<file path="config.mk">
export PLATFORM = sky130hd
export DESIGN_NAME = spi_mem_ctrl
export DESIGN_NICKNAME = d
export VERILOG_FILES = /design/src/rtl/spi_mem_pkg.sv /design/src/rtl/spi_shift_reg.sv /design/src/rtl/spi_mem_ctrl.sv
export SDC_FILE = /design/constraint.sdc
export NUM_CORES = 1
export LEC_CHECK = 0
export CORE_ASPECT_RATIO = 1.1
export CORE_MARGIN = 10
export CORE_UTILIZATION = 52
export DETAILED_ROUTE_END_ITERATION = 6
export GPL_TIMING_DRIVEN = 0
export PLACE_DENSITY_LB_ADDON = 0.25
export SLEW_MARGIN = 15
export SYNTH_ARGS = -nofsm -noshare
export SYNTH_HDL_FRONTEND = slang
export SYNTH_SLANG_ARGS = --single-unit
</file>
<file path="constraint.sdc">
create_clock -name clk -period 3.41 [get_ports clk]
set_clock_uncertainty 0.2 [all_clocks]
set_input_delay 0.341 -clock clk [delete_from_list [all_inputs] [get_ports clk]]
set_output_delay 0.341 -clock clk [all_outputs]
set_load 0.05 [all_outputs]
</file>
<file path="src/rtl/spi_mem_pkg.sv">
// Shared types and constants for the SPI serial-SRAM master.
package spi_mem_pkg;

  typedef enum logic [1:0] {
    IDLE,
    TRANSFER,
    FINISH,
    REST
  } spi_state_t;

  localparam logic [7:0] CMD_READ  = 8'h03;
  localparam logic [7:0] CMD_WRITE = 8'h02;

  // Frame length: command byte, address, data word.
  function automatic int unsigned calc_nbits(input int unsigned addr_w,
                                             input int unsigned data_w);
    return 8 + addr_w + data_w;
  endfunction

endpackage

</file>
<file path="src/rtl/spi_shift_reg.sv">
// Serial-in capture register. o_word includes the live serial bit so the full word is
// available on the same edge that samples its last bit.
module spi_shift_reg #(
  parameter int unsigned W = 16
) (
  input  logic         i_clk,
  input  logic         i_rst,
  input  logic         i_en,
  input  logic         i_si,
  output logic [W-1:0] o_word
);

  logic [W-2:0] r_q;

  always_ff @(posedge i_clk or posedge i_rst) begin
    if (i_rst) begin
      r_q <= '0;
    end else if (i_en) begin
      r_q <= {r_q[W-3:0], i_si};
    end
  end

  assign o_word = {r_q, i_si};

endmodule

</file>
<file path="src/rtl/spi_mem_ctrl.sv">
// SPI mode-0 serial-SRAM master: one READ/WRITE command, address and data word per request,
// with read data landing atomically in inM_o or instruction_o.
module spi_mem_ctrl
  import spi_mem_pkg::*;
#(
  parameter int unsigned ADDR_W   = 16,
  parameter int unsigned DATA_W   = 16,
  parameter int unsigned SCLK_DIV = 2
) (
  input  logic              clk,
  input  logic              reset,
  input  logic              start_i,
  input  logic              rwb_i,
  input  logic              sel_dest_i,
  input  logic [ADDR_W-1:0] address_i,
  input  logic [DATA_W-1:0] data_i,
  input  logic              si_i,
  output logic [DATA_W-1:0] inM_o,
  output logic [DATA_W-1:0] instruction_o,
  output logic              halt_o,
  output logic              done_o,
  output logic              so_o,
  output logic              sclk_o,
  output logic              csb_o
);

  localparam int unsigned NBITS = calc_nbits(ADDR_W, DATA_W);
  localparam int unsigned BitW  = $clog2(NBITS);
  localparam int unsigned DivW  = (SCLK_DIV > 1) ? $clog2(SCLK_DIV) : 1;

  if (SCLK_DIV < 1) begin : g_bad_div
    $error("SCLK_DIV must be at least 1");
  end
  if ((ADDR_W % 8) != 0) begin : g_bad_addr
    $error("ADDR_W must be a multiple of 8");
  end
  if ((DATA_W % 8) != 0 || DATA_W < 8) begin : g_bad_data
    $error("DATA_W must be a multiple of 8 and at least 8");
  end

  spi_state_t        r_state, w_state_next;
  logic [BitW-1:0]   r_bit_cnt;
  logic [DivW-1:0]   r_div_cnt;
  logic              r_sclk, r_so, r_rwb, r_sel_dest;
  logic [ADDR_W-1:0] r_addr;
  logic [DATA_W-1:0] r_data, r_inm, r_instr;
  logic [DATA_W-1:0] w_data_ser, w_shift_word, w_word;
  logic [NBITS-1:0]  w_frame;
  logic              w_first_bit, w_div_wrap, w_bit_end, w_last, w_sample;

  // Data bytes travel least-significant byte first; the same swap undoes it on receive.
  for (genvar gi = 0; gi < DATA_W / 8; gi++) begin : g_bytes
    assign w_data_ser[DATA_W-1-8*gi -: 8] = r_data[8*gi +: 8];
    assign w_word[8*gi +: 8]              = w_shift_word[DATA_W-1-8*gi -: 8];
  end

  assign w_frame     = {(r_rwb ? CMD_READ : CMD_WRITE), r_addr, w_data_ser};
  assign w_first_bit = rwb_i ? CMD_READ[7] : CMD_WRITE[7];
  assign w_div_wrap  = (r_div_cnt == DivW'(SCLK_DIV - 1));
  assign w_bit_end   = (r_state == TRANSFER) && w_div_wrap && r_sclk;
  assign w_last      = w_bit_end && (r_bit_cnt == '0);
  assign w_sample    = w_bit_end && r_rwb && (r_bit_cnt < BitW'(DATA_W));

  spi_shift_reg #(
    .W (DATA_W)
  ) u_shift (
    .i_clk  (clk),
    .i_rst  (reset),
    .i_en   (w_sample),
    .i_si   (si_i),
    .o_word (w_shift_word)
  );

  always_ff @(posedge clk or posedge reset) begin
    if (reset) begin
      r_state <= IDLE;
    end else begin
      r_state <= w_state_next;
    end
  end

  always_comb begin
    w_state_next = r_state;
    case (r_state)
      IDLE:     if (start_i) w_state_next = TRANSFER;
      TRANSFER: if (w_last) w_state_next = FINISH;
      FINISH:   w_state_next = start_i ? REST : IDLE;
      REST:     if (!start_i) w_state_next = IDLE;
      default:  w_state_next = IDLE;
    endcase
  end

  always_comb begin
    halt_o = 1'b0;
    csb_o  = 1'b1;
    done_o = 1'b0;
    case (r_state)
      IDLE:     halt_o = start_i;
      TRANSFER: begin
        halt_o = 1'b1;
        csb_o  = 1'b0;
      end
      FINISH:   done_o = 1'b1;
      default:  ;
    endcase
  end

  always_ff @(posedge clk or posedge reset) begin
    if (reset) begin
      r_bit_cnt  <= '0;
      r_div_cnt  <= '0;
      r_sclk     <= 1'b0;
      r_so       <= 1'b0;
      r_rwb      <= 1'b0;
      r_sel_dest <= 1'b0;
      r_addr     <= '0;
      r_data     <= '0;
      r_inm      <= '0;
      r_instr    <= '0;
    end else begin
      case (r_state)
        IDLE: begin
          r_div_cnt <= '0;
          r_bit_cnt <= '0;
          r_sclk    <= 1'b0;
          if (start_i) begin
            r_rwb      <= rwb_i;
            r_sel_dest <= sel_dest_i;
            r_addr     <= address_i;
            r_data     <= data_i;
            r_bit_cnt  <= BitW'(NBITS - 1);
            r_so       <= w_first_bit;
          end
        end
        TRANSFER: begin
          if (w_div_wrap) begin
            r_div_cnt <= '0;
            r_sclk    <= ~r_sclk;
            if (r_sclk) begin
              if (r_bit_cnt == '0) begin
                r_so <= 1'b0;
                if (r_rwb && r_sel_dest) r_inm <= w_word;
                if (r_rwb && !r_sel_dest) r_instr <= w_word;
              end else begin
                r_bit_cnt <= r_bit_cnt - 1'b1;
                r_so      <= w_frame[r_bit_cnt - 1'b1];
              end
            end
          end else begin
            r_div_cnt <= r_div_cnt + 1'b1;
          end
        end
        default: begin
          r_div_cnt <= '0;
          r_bit_cnt <= '0;
        end
      endcase
    end
  end

  assign sclk_o        = r_sclk;
  assign so_o          = r_so;
  assign inM_o         = r_inm;
  assign instruction_o = r_instr;

endmodule

</file>
== After elaboration in Yosys (flattened, before gate mapping) ==
Cells that the tools add are included.

* Word-level logic and storage cells: 69
* Bits in registers: 92
* Bits of input ports: 38
* Output and inout bits: 37

* Reductions and logical operators: 18
* Bitwise gates (word level): 1
* Order comparisons: 2
* $add $sub $neg: 2
* Equal/unequal tests: 9
* Mux-type cells: 25

{| class="wikitable"
|+ Operator list
! operator !! count
|-
| $mux W6 || 4
|-
| $ne A2 B2 Y1 const B || 6
|-
| $pmux W6 S2 || 1
|-
| $mux W1 || 11
|-
| $reduce_and A5 Y1 || 2
|-
| $mux W2 || 4
|-
| $pmux W2 S4 || 1
|-
| $logic_and A1 B1 Y1 || 7
|-
| $lt A6 B7 Y1 const B || 1
|-
| $bmux W1 S6 || 1
|-
| $logic_not A6 Y1 || 1
|-
| $lt A6 B5 Y1 const B || 1
|-
| $pmux W1 S2 || 3
|-
| $reduce_and A3 Y1 || 2
|-
| $sub A6 B1 Y6 const B || 1
|-
| $eq A2 B2 Y1 const B || 2
|-
| $reduce_and A2 Y1 || 2
|-
| $reduce_and A4 Y1 || 1
|-
| $eq A2 B1 Y1 const B || 1
|-
| $logic_not A2 Y1 || 1
|-
| $reduce_bool A2 Y1 || 1
|-
| $add A1 B1 Y1 const B || 1
|-
| $logic_not A1 Y1 || 1
|-
| $not A1 Y1 || 1
|}

== Depth between registers and ports, before layout ==
* Depth in word-level cells: 7
* Depth in mapped cells: 10
* Mapped depth without buffers: 7

== By module ==
From an unflattened synthesis, not the netlist that was laid out.

* Cell total of the unflattened synthesis: 364
* Area total of the unflattened synthesis: 4137.7 um^2

{| class="wikitable"
|+ Modules (own cells, without submodules)
! module !! sequential area each (um^2) !! times used !! cells an instance !! area each (um^2)
|-
| spi_mem_ctrl || 1926.8 || 1 || 330 || 3513.4
|-
| spi_shift_reg || 375.4 || 1 || 34 || 624.3
|}

== Worst setup path before layout ==
OpenSTA, ideal clock, no wires.

* Path type: register to register
* Start: register r_bit_cnt[0]
* End: register r_instr[0] (netlist: instruction_o[0])
* Setup time: 0.125 ns
* Clock period less this slack: 2.563 ns
* Cell stages (with the launch flop): 11
* Setup slack: 0.847 ns
* Path buffers: 3
* Arrival time: 2.238 ns
* Required time: 3.085 ns
* Cell sequence: dfrtp_1 -> buf_2 -> inv_2 -> ha_1 -> nor3b_4 -> and2_1 -> buf_6 -> nand3_4 -> nor2_4 -> buf_12 -> mux2_4

* Longest elaborated chain between the ends: 2

{| class="wikitable"
|+ RTL lines
! item !! RTL line !! source
|-
| from (decl) || spi_mem_ctrl.sv:42 || <nowiki>logic [BitW-1:0] r_bit_cnt;</nowiki>
|-
| from (signal assigned) || spi_mem_ctrl.sv:131 || <nowiki>r_bit_cnt <= BitW'(NBITS - 1);</nowiki>
|-
| from (signal assigned) || spi_mem_ctrl.sv:145 || <nowiki>r_bit_cnt <= r_bit_cnt - 1'b1;</nowiki>
|-
| $logic_not A6 Y1 || spi_mem_ctrl.sv:140 || <nowiki>if (r_bit_cnt == '0) begin</nowiki>
|-
| $reduce_and A5 Y1 (no line) || n/a ||
|-
| to (signal assigned) || spi_mem_ctrl.sv:143 || <nowiki>if (r_rwb && !r_sel_dest) r_instr <= w_word;</nowiki>
|-
| to (decl) || spi_mem_ctrl.sv:46 || <nowiki>logic [DATA_W-1:0] r_data, r_inm, r_instr;</nowiki>
|}

Every way passes these cells.
A chain may end at the register's enable or synchronous reset.

== Final worst setup path ==
* Start: register r_bit_cnt[0]
* End: register r_instr[5] (netlist: instruction_o[5])

The elaborated chain is that of the path after synthesis.

==> impl_metrics.yaml <==
pwr:
  pwr-share-seq_pct: 40.8
  power_switching_share_pct: 36.79
  p_per_area_mw_per_mm2: 754.4
  comb_power_share_pct: 41.6
  p_int_mw: 2.493
  vdd_drop_max_mv: 0.4526
  p_sw_mw: 1.451
  leakage_nw: 2.342
  power_mw: 3.945
  clkPwrFrac_pct: 17.6
timing:
  post-route-period-util_pct: 85.77
  hold_viol: 0
  tightest_slew_ns: 0.6128
  finalSetupViolCount: 0
  slew_headroom_pct: 58.09
  rsz0062_at_grt: "false"
  layout_min_cycle_time_ns: 2.925
  finalMaxSlewViolations: 0
  fmax_mhz: 341.9
place:
  dp_hpwl_microns: 5971
  dpl_cell_area_sq_mm: 0.005040
  place_congestion: 0.8670
  numPortBuffers: 74
synth:
  yosys-top-cells-area: "dfrtp_1 56%, mux2_2 17%, mux2_4 7.3%"
  synth-edff-count: 0
  avgSynthCellArea_sq_um: 14.82
  synthCells: 279
  yosysWarnings: 0
  ys_types: 43
  yosys.area.top_type_share_pct: 55.69
  ys_ff_latch: 92
  synth_top_area_cell: "dfrtp_1"
  yosysSeqAreaShare_pct: 55.69
  synth_ff_type: "dfrtp_1"
  async_flop_share_pct: 100.0
  syn_nets: 318
  synth_area_sq_mm: 0.004134
floorplanning:
  fp.dieArea_sq_mm: 0.01192
  core_sq_mm: 0.007828
  row_count: 34
  die_h_microns: 113.5
  pin_count: 75
  start_util_pct: 52.81
  die_width_microns: 105.0
critical_path:
  cp-endpoint: "instruction_o[5]$_DFFE_PP0P_"
  crit_path_end_kind: "flip-flop"
  r2r_slack_ns: 0.49
  reg2reg_to: "instruction_o[5]$_DFFE_PP0P_"
  crit_fanout: 10
  path_cells: "buf_2 -> inv_2 -> ha_1 -> nor3b_4 -> and2_1 -> buf_6 -> nand3_4 -> nor2_4 -> buf_12 -> mux2_4"
  critical_path.max_stage_delay_ns: 0.36
  crit_slowest_cell: "dfrtp_1"
  worstPathArrival_ns: 2.97
  reg2reg_from: "r_bit_cnt[0]$_DFFE_PP0P_"
  required_ns: 3.46
  critPathLaunch: "r_bit_cnt[0]$_DFFE_PP0P_"
  worstSetupPathType: "flip-flop to flip-flop"
  cp-start-kind: "flip-flop"
  worstRegToRegCells: 10
clock_network:
  cts-resized-gates: 0
  cts_max_path_buffers: 2
  cts_buffers: 9
  ctsHtreeMaxLevel: 3
  clk_latency_ns: 0.37
  post_cts_buffers: 0
  cts.sinks: 92
  root_buffer: "clkbuf_8"
  hold_buffers: 0
  clk_pin_slew_ns: 0.09
  cts_tree: "done"
global_routing:
  grt.total_usage_pct: 14.37
  grt_start_max_net_pins: 50
  antenna_found_initial: 0
  overflow: 0
  grt_pass1_wl_microns: 14090
  grt_pass1_vias: 2742
cells_and_area:
  area.sequential_sq_mm: 0.002302
  drive_gt1_share_pct: 34.86
  finalInstanceArea_sq_mm: 0.005229
  syn_to_final_growth_pct: 26.48
  multiInputGateArea_sq_mm: 0.001717
  nNetsFinal: 404
  n_antenna_cell: 0
  fillers: 584
drt:
  firstDrtPassIters: 4
  post-route-drc-count: 0
  via_per_inst: 5.218
  ant_nets: 0
  wirelength_microns: 8064
  drtIter0Drc: 76
  via_count: 2494
  post_drt_wl_per_cell_microns: 16.87
min_path:
  worstHoldPathType: "input port to asynchronous set/reset pin"
run_status:
  status: "completed"
job:
  cap_violations: 0
[power groups by stage]
stage | sequential (mW) | combinational, mW | clock (mW)
after floorplan | 1.70 | 1.15 | 0
after global placement | 1.62 | 1.61 | 0
after detailed placement | 1.63 | 1.64 | 0
after CTS | 1.61 | 1.66 | 0.712
after global routing | 1.66 | 1.79 | 0.766
final | 1.61 | 1.64 | 0.695
[through the flow]
stage	utilization [%]	hold WS, ns	TNS [ns]	setup slack (ns)	std cells
floorplan	-	0.2752	0	0.4770	279
global placement	64.00	0.2848	-78.92	-0.8606	461
detailed placement	64.39	0.2922	0	0.5000	462
CTS	66.80	0.2083	0	0.4613	478
global route	66.80	0.2223	0	0.2969	478
finish	66.80	0.1896	0	0.4852	478
[metal layers]
| layer | global-route usage (%) | share of wire, % | routed length (microns) | vias to the layer above |
|---|---|---|---|---|
| met2 | 23.35 | 49 | 3957 | 53 |
| met3 | 4.738 | 4.7 | 379 | 7 |
| met5 | 0 | 0 | 0 | - |
| met4 | 4.304 | 0.95 | 77 | 0 |
| li1 | - | - | - | 1168 |
| met1 | 17.92 | 45 | 3650 | 1266 |
[flip-flops by register name, indices dropped and copies added, names as in the netlist, 2 cells and up]
register       flops
inM_o             16
instruction_o     16
r_addr            16
r_data            16
u_shift.r_q       15
r_bit_cnt          6
r_state            2
[placed cells by master, fill, tap and decap left out, drive strengths merged]
master,Yosys,layout
nand2,8,8
a21oi,4,4
and4,1,1
dfrtp,92,92
inv,7,10
nand2b,1,1
clkbuf,2,11
or3,1,1
nor3,3,3
o31ai,1,1
and2,1,1
nor4,1,1
o311ai,1,1
nor3b,1,1
o21ai,5,5
clkdlybuf4s50,0,74
mux4,8,8
mux2,82,82
a2111oi,1,1
nor2b,4,4
xnor2,5,5
nand4b,1,1
o211ai,1,1
o21bai,2,2
clkinv,0,4
mux2i,2,2
xor2,5,5
and2b,1,1
ha,1,1
nand3,6,6
nor2,14,14
a31oi,3,3
nand4,1,1
a211oi,1,1
a22o,1,1
buf,11,12
[cells by family (layout without fill, tap and decap cells)]
kind of cell | after synthesis | in the layout | share of synthesized area (%)
buffers and inverters | 20 | 111 | 2.784
and+or+nand+nor | 44 | 44 | 6.719
xor gates and xnor gates | 10 | 10 | 2.300
adders and majority gates | 1 | 1 | 0.3026
AOI/OAI and AO/OA | 20 | 20 | 3.208
DFF | 92 | 92 | 55.69
muxes | 92 | 92 | 29.00
[critical path, delay by kind of cell (launching register included)]
| family | cells | cell delay (ns) |
|---|---|---|
| adder cells (fa/ha/maj) | 1 | 0.36 |
| flip-flops | 1 | 0.36 |
| AND/OR/NAND/NOR | 4 | 0.87 |
| multiplexers | 1 | 0.30 |
| buffers and inverters | 4 | 0.73 |
[synthesized netlist by cell type (2+ instances only)]
| cell type | n |
|---|---|
| nor2_1 | 12 |
| mux2_4 | 20 |
| nor3_1 | 3 |
| nand3_1 | 4 |
| inv_2 | 2 |
| mux2i_1 | 2 |
| mux4_2 | 8 |
| a21oi_1 | 4 |
| mux2_2 | 62 |
| clkbuf_1 | 2 |
| nand2_1 | 8 |
| buf_2 | 7 |
| o21bai_1 | 2 |
| o21ai_0 | 5 |
| nor2_4 | 2 |
| xnor2_1 | 5 |
| dfrtp_1 | 92 |
| a31oi_1 | 3 |
| buf_6 | 2 |
| nor2b_1 | 4 |
| xor2_1 | 4 |
| inv_1 | 5 |
[how the worst min path moves through the flow]
stage	to	slack, ns
after floorplan	r_addr[12]$_DFFE_PP0P_	0.28
after detailed placement	inM_o[14]$_DFFE_PP0P_	0.29
after global routing	r_data[5]$_DFFE_PP0P_	0.22
after global placement	r_addr[5]$_DFFE_PP0P_	0.28
final	r_data[12]$_DFFE_PP0P_	0.19
after CTS	r_addr[14]$_DFFE_PP0P_	0.21
[cell type report]
cell class | instances | area share (%)
Buffer | 13 | 1.699
Clock buffer | 9 | 2.369
Clock inverter | 7 | 1.244
Inverter | 7 | 0.5504
Multi-Input combinational cell | 167 | 32.83
Sequential cell | 92 | 44.03
Tap cell | 108 | 2.584
Timing Repair Buffer | 75 | 14.69
No activity file was read; power rests on OpenSTA's default activity.
